<file path="src/rtl/uart_img_ctrl.sv">
// UART frame loader / image-processing sequencer: captures a SYNC-framed image into a
// frame buffer, kicks the processing core, then streams the processed buffer back out.
module uart_img_ctrl #(
  parameter int          NUM_PIXELS = 64,
  parameter int          ADDR_WIDTH = 6,
  parameter logic [7:0]  SYNC_BYTE  = 8'hA5,
  parameter int          RX_TIMEOUT = 87000
) (
  input  logic                  i_Clock,
  input  logic                  i_Reset,
  input  logic                  i_Rx_DV,
  input  logic [7:0]            i_Rx_Byte,
  output logic                  o_Tx_DV,
  output logic [7:0]            o_Tx_Byte,
  input  logic                  i_Tx_Active,
  input  logic                  i_Tx_Done,
  output logic                  o_Mem_We,
  output logic [ADDR_WIDTH-1:0] o_Mem_Addr,
  output logic [7:0]            o_Mem_Wdata,
  input  logic [7:0]            i_Mem_Rdata,
  output logic                  o_Proc_Start,
  input  logic                  i_Proc_Done,
  output logic                  o_Busy,
  output logic                  o_Error,
  output logic                  o_Overrun
);
  localparam int                    CW      = $clog2(RX_TIMEOUT + 1);
  localparam logic [ADDR_WIDTH-1:0] LAST    = ADDR_WIDTH'(NUM_PIXELS - 1);
  localparam logic [CW-1:0]         TO_LAST = CW'(RX_TIMEOUT - 1);

  typedef enum logic [2:0] {
    IDLE, RX_LOAD, PROC_START, PROC_WAIT, TX_FETCH, TX_SEND, TX_WAIT
  } state_e;

  state_e                state_q, state_d;
  logic [ADDR_WIDTH-1:0] addr_q, addr_d;
  logic [CW-1:0]         cnt_q, cnt_d;
  logic                  err_q, err_d;
  logic                  ovr_q, ovr_d;
  logic                  tx_dv_q, tx_dv_d;
  logic [7:0]            tx_byte_q, tx_byte_d;
  logic                  mem_we;

  always_ff @(posedge i_Clock) begin
    if (i_Reset) begin
      state_q   <= IDLE;
      addr_q    <= '0;
      cnt_q     <= '0;
      err_q     <= 1'b0;
      ovr_q     <= 1'b0;
      tx_dv_q   <= 1'b0;
      tx_byte_q <= 8'h00;
    end else begin
      state_q   <= state_d;
      addr_q    <= addr_d;
      cnt_q     <= cnt_d;
      err_q     <= err_d;
      ovr_q     <= ovr_d;
      tx_dv_q   <= tx_dv_d;
      tx_byte_q <= tx_byte_d;
    end
  end

  always_comb begin
    state_d   = state_q;
    addr_d    = addr_q;
    cnt_d     = cnt_q;
    err_d     = err_q;
    ovr_d     = ovr_q;
    tx_dv_d   = 1'b0;
    tx_byte_d = tx_byte_q;
    case (state_q)
      IDLE: begin
        if (i_Rx_DV && i_Rx_Byte == SYNC_BYTE) begin
          addr_d  = '0;
          cnt_d   = '0;
          err_d   = 1'b0;
          ovr_d   = 1'b0;
          state_d = RX_LOAD;
        end
      end
      RX_LOAD: begin
        // A byte landing on the expiry cycle wins over the timeout.
        if (i_Rx_DV) begin
          cnt_d = '0;
          if (addr_q == LAST) begin
            addr_d  = '0;
            state_d = PROC_START;
          end else begin
            addr_d = addr_q + ADDR_WIDTH'(1);
          end
        end else if (cnt_q == TO_LAST) begin
          err_d   = 1'b1;
          addr_d  = '0;
          cnt_d   = '0;
          state_d = IDLE;
        end else begin
          cnt_d = cnt_q + CW'(1);
        end
      end
      PROC_START: state_d = PROC_WAIT;
      PROC_WAIT:  if (i_Proc_Done) state_d = TX_FETCH;
      TX_FETCH:   state_d = TX_SEND;
      TX_SEND: begin
        // Read data for addr_q has been valid since the fetch cycle.
        if (!i_Tx_Active) begin
          tx_dv_d   = 1'b1;
          tx_byte_d = i_Mem_Rdata;
          state_d   = TX_WAIT;
        end
      end
      TX_WAIT: begin
        if (i_Tx_Done) begin
          if (addr_q == LAST) begin
            addr_d  = '0;
            state_d = IDLE;
          end else begin
            addr_d  = addr_q + ADDR_WIDTH'(1);
            state_d = TX_FETCH;
          end
        end
      end
      default: state_d = IDLE;
    endcase
    if (i_Rx_DV && state_q != IDLE && state_q != RX_LOAD) ovr_d = 1'b1;
  end

  assign mem_we       = !i_Reset && state_q == RX_LOAD && i_Rx_DV;
  assign o_Mem_We     = mem_we;
  assign o_Mem_Addr   = addr_q;
  assign o_Mem_Wdata  = mem_we ? i_Rx_Byte : 8'h00;
  assign o_Tx_DV      = tx_dv_q;
  assign o_Tx_Byte    = tx_byte_q;
  assign o_Proc_Start = state_q == PROC_START;
  assign o_Busy       = state_q != IDLE;
  assign o_Error      = err_q;
  assign o_Overrun    = ovr_q;
endmodule

</file>
<file path="config.mk">
export PLATFORM = sky130hd
export DESIGN_NAME = uart_img_ctrl
export DESIGN_NICKNAME = d
export VERILOG_FILES = /design/src/rtl/uart_img_ctrl.sv
export SDC_FILE = /design/constraint.sdc
export NUM_CORES = 1
export LEC_CHECK = 0
export BUFFER_PORTS_ARGS = -buffer_cell sky130_fd_sc_hd__buf_2
export CELL_PAD_IN_SITES_DETAIL_PLACEMENT = 1
export CELL_PAD_IN_SITES_GLOBAL_PLACEMENT = 1
export CORE_MARGIN = 5
export CORE_UTILIZATION = 41
export DETAILED_ROUTE_END_ITERATION = 12
export GPL_TIMING_DRIVEN = 1
export PLACE_DENSITY = 0.81
export SYNTH_ARGS = -nofsm -noshare
export SYNTH_HDL_FRONTEND = slang
export SYNTH_SLANG_ARGS = --single-unit
</file>
<file path="constraint.sdc">
create_clock -name i_Clock -period 6.08 [get_ports i_Clock]
set_input_delay 1.216 -clock i_Clock [delete_from_list [all_inputs] [get_ports i_Clock]]
set_output_delay 1.216 -clock i_Clock [all_outputs]
set_load 0.005 [all_outputs]
</file>
### Word level (Yosys, flattened, before mapping)

Cells that the tools add are included.

* register bits after elaboration: 37
* output and inout bits: 28
* logic and storage cells: 75

* add/sub/neg operators: 2
* eq/ne operators: 18
* muxes and demuxes: 27
* bitwise logic cells: 2
* reductions and logical operators: 19

Operators with widths (number)
* $mux 17: 3
* $pmux 17 s2: 1
* $mux 6: 5
* $mux 3: 8
* $pmux 3 s7: 1
* $pmux 6 s3: 1
* $add 17x1->17 const B: 1
* $eq 17x17->1 const B: 1
* $ne 2x2->1 const B: 6
* $eq 3x3->1 const B: 3
* $eq 8x8->1 const B: 1
* $mux 8: 1
* $reduce_and 4->1: 2
* $add 6x1->6 const B: 1
* $eq 3x2->1 const B: 2
* $eq 6x6->1 const B: 1
* $mux 1: 6
* $ne 3x3->1 const B: 2
* $reduce_and 2->1: 3
* $reduce_and 6->1: 1
* $reduce_bool 2->1: 3
* $reduce_bool 3->1: 2
* $logic_and 1x1->1: 5
* $eq 3x1->1 const B: 1
* other kinds (6): 7

### Depth between registers and ports, before layout

* depth after elaboration: 5
* mapped depth: 7

### Least setup slack after synthesis

No wires, ideal clock.

* path type: input-to-output
* start: input port i_Rx_DV
* end: output port o_Mem_Wdata[0]
* arrival: 1.824 ns
* slack: 3.040 ns
* stages on the path: 3
* cells stage by stage: nand4bb_1 > nor2_1 > and2_1

* cells in the longest elaborated chain, start to end: 2

RTL lines
* start, declared: line 11 `input logic i_Rx_DV,`
* $logic_and 1x1->1: line 128 `assign mem_we = !i_Reset && state_q == RX_LOAD && i_Rx_DV;`
* net o_Mem_We: line 17 `output logic o_Mem_We,`
* $mux 8: line 131 `assign o_Mem_Wdata = mem_we ? i_Rx_Byte : 8'h00;`
* end, declared: line 19 `output logic [7:0] o_Mem_Wdata,`

The timed path passes the listed nets, and every way through them passes these cells.

### Worst setup path in the final report

* start: input port i_Reset
* end: output port o_Mem_Wdata[1]

* cells in the longest elaborated chain, start to end: 4

RTL lines
* start, declared: line 10 `input logic i_Reset,`
* $logic_not 1->1: line 128
* $logic_and 1x1->1 (2 in a row): line 128
* $mux 8: line 131

No other way between the ends.

==> results.yml <==
floorplan:
  io_pins: 50
  core.rowCount: 25
  core_area_mm2: 0.00472
  die_h_um: 79.9
  die_w_um: 79.9
  start_util_pct: 42.4
  dieArea_mm2: 0.00638
status:
  status: "finished clean"
synth:
  syn_area_per_cell_um2: 7.94
  async_flop_share_pct: 0
  synthCells: 252
  synth-edff-count: 0
  yosysMostFrequentCell: "dfxtp_1"
  synth_ff_type: "dfxtp_1"
  synth_top_area_share_pct: 37.0
  postSynthRegisterBits: 37
  ys_seq_area_share_pct: 37.0
  syn-cell-area_mm2: 0.00200
  netlist_top_cells_area: "dfxtp_1, a21oi_1, nand2_1"
  synth_top_cell_by_area: "dfxtp_1"
  synth_common_cells: "dfxtp_1, nand2_1, a21oi_1"
  synth_nets: 276
  synth_cell_types: 43
  ys_warn_count: 0
clock_network:
  clk_path_buf_depth: 2
  clock-sinks: 37
  cts_htree_levels: 2
  clockRootBuffer: "clkbuf_8"
  clk_pin_slew_ps: 70
  cts-buffers-inserted: 5
  cts_resized: 0
  ctsHoldBuffers: 0
  cts_setup_buffers: 0
  cts_tree: "done"
  clock_latency_ps: 290
layout:
  final_cells: 365
  stdcell_area_mm2: 0.00242
  insertedDiodeCount: 0
  area_growth_pct: 21.0
  layout-drive-gt1-share_pct: 22.1
  fin_nets: 321
  fillerInstances: 591
pwr:
  powerDensity_mw_per_mm2: 212
  p_leak_nw: 0.938
  peakVddDrop_v: 0.000110
  report.power.total_uw: 514
routing:
  viasPerCell: 5.53
  first_pass_iters: 4
  vias: 2020
  routedWlPerCell_um: 14.3
  drt_iter0_drc: 78
  drc: 0
  wirelength_um: 5220
  antenna_left: 0
worst_setup_path:
  critPathMaxFanout: 32
  crit_arrival_ps: 2270
  required_ps: 4860
  critPathCaptureType: "primary output"
  critPathLaunchType: "input port"
  worstSetupPathType: "in2out"
grt:
  grt_pass1_vias: 2032
  grt_first_pass_wirelength_um: 9260
  grt_overflow: 0
  antenna_found_initial: 0
  grt_max_degree: 33
  track_usage_pct: 17.7
sta:
  rsz0062_at_grt: "false"
  fin_skew_ps: 2.95
  maxSlewViolCount: 0
  max_freq_mhz: 287
  hold_slack_ps: 453
  tightest_slew_ps: 657
  setup_violations: 0
  period_share_pct: 57.4
  relSlewSlack_pct: 55.7
  setup_tns_ps: 0
  min_period_ps: 3490
  hold_viol_final: 0
placed_design:
  placed_area_mm2: 0.00229
  dp_hpwl_um: 3870
  placed_cells: 357
  io_buffers: 49
  gp_congestion: 0.797
hold_path:
  worstHoldPathType: "reg2reg"
flow_run:
  maxCapViolations: 0
==> cell type report <==
class	instances	area [µm²]	area share (%)
multi-input cells	199	1190	49.3
repair buffers	50	253	10.4
well taps	67	83.8	3.46
flip-flops and latches	37	741	30.6
inverters	4	15.0	0.620
clock buffers	5	68.8	2.84
clock inverters	3	65.1	2.69
==> flip-flops by register name, summed over array words and instances, names as in the netlist <==
| name | flops |
|---|---|
| o_Error | 1 |
| o_Mem_Addr | 6 |
| o_Overrun | 1 |
| o_Tx_DV | 1 |
| state_q | 3 |
| o_Tx_Byte | 8 |
| cnt_q | 17 |
==> cell families (layout without fill, tap and decap cells) <==
group / Yosys count / count (layout) / share of synthesized area, %
muxes: 9 / 9 / 4.57
DFF: 37 / 37 / 37.0
buffers and inverters: 16 / 62 / 3.56
and+or+nand+nor: 124 / 124 / 34.2
adders and majority gates: 2 / 2 / 1.25
AOI/OAI and AO/OA: 62 / 62 / 18.5
xor gates and xnor gates: 2 / 2 / 0.876
==> layer usage <==
metal / GRT usage (%) / vias up / routed length [µm]
li1: - / 1012 / -
met1: 23.0 / 963 / 2540
met2: 30.1 / 40 / 2410
met3: 3.39 / 5 / 223
met4: 4.56 / 0 / 47
met5: 0 / - / 0
==> power by group <==
| part | internal (mW) | switching [mW] |
|---|---|---|
| Combinational | 0.00774 | 0.0100 |
| Clock | 0.163 | 0.0913 |
| Sequential | 0.242 | 0.0000971 |
| Total | 0.413 | 0.101 |
==> worst max-delay path: stages <==
cell    delay [ps]
buf_2          460
nor2_1         240
and2_1         220
buf_2          120
==> worst paths after layout <==
kind              slack, ps  depth (start not counted)          from              to
hold reg to reg         450                          2  o_Tx_Byte[0]    o_Tx_Byte[0]
setup reg to reg       3890                          6      cnt_q[0]   o_Mem_Addr[0]
hold / removal          450                          2  o_Tx_Byte[0]    o_Tx_Byte[0]
setup / recovery       2590                          4       i_Reset  o_Mem_Wdata[1]
==> metrics by stage <==
step           util, %  setup WS [ps]
2_1_floorplan        -           3040
3_3_place_gp      48.4           2620
3_5_place_dp      48.4           2550
4_1_cts           51.2           2540
5_1_grt           51.2           2470
6_report          51.2           2590
==> layout by cell type, fill, tap and decap left out, types with 6 or more instances in the layout <==
cell / synthesis / routed
buf_2: 3 / 49
dfxtp_1: 37 / 37
mux2i_1: 8 / 8
a21oi_1: 28 / 28
and3_1: 6 / 6
nand3_1: 19 / 19
o21ai_0: 15 / 15
and2_1: 11 / 11
nand2_1: 31 / 31
nor2_1: 17 / 17
nand4_1: 9 / 9
No activity file was read; power rests on OpenSTA's default activity.
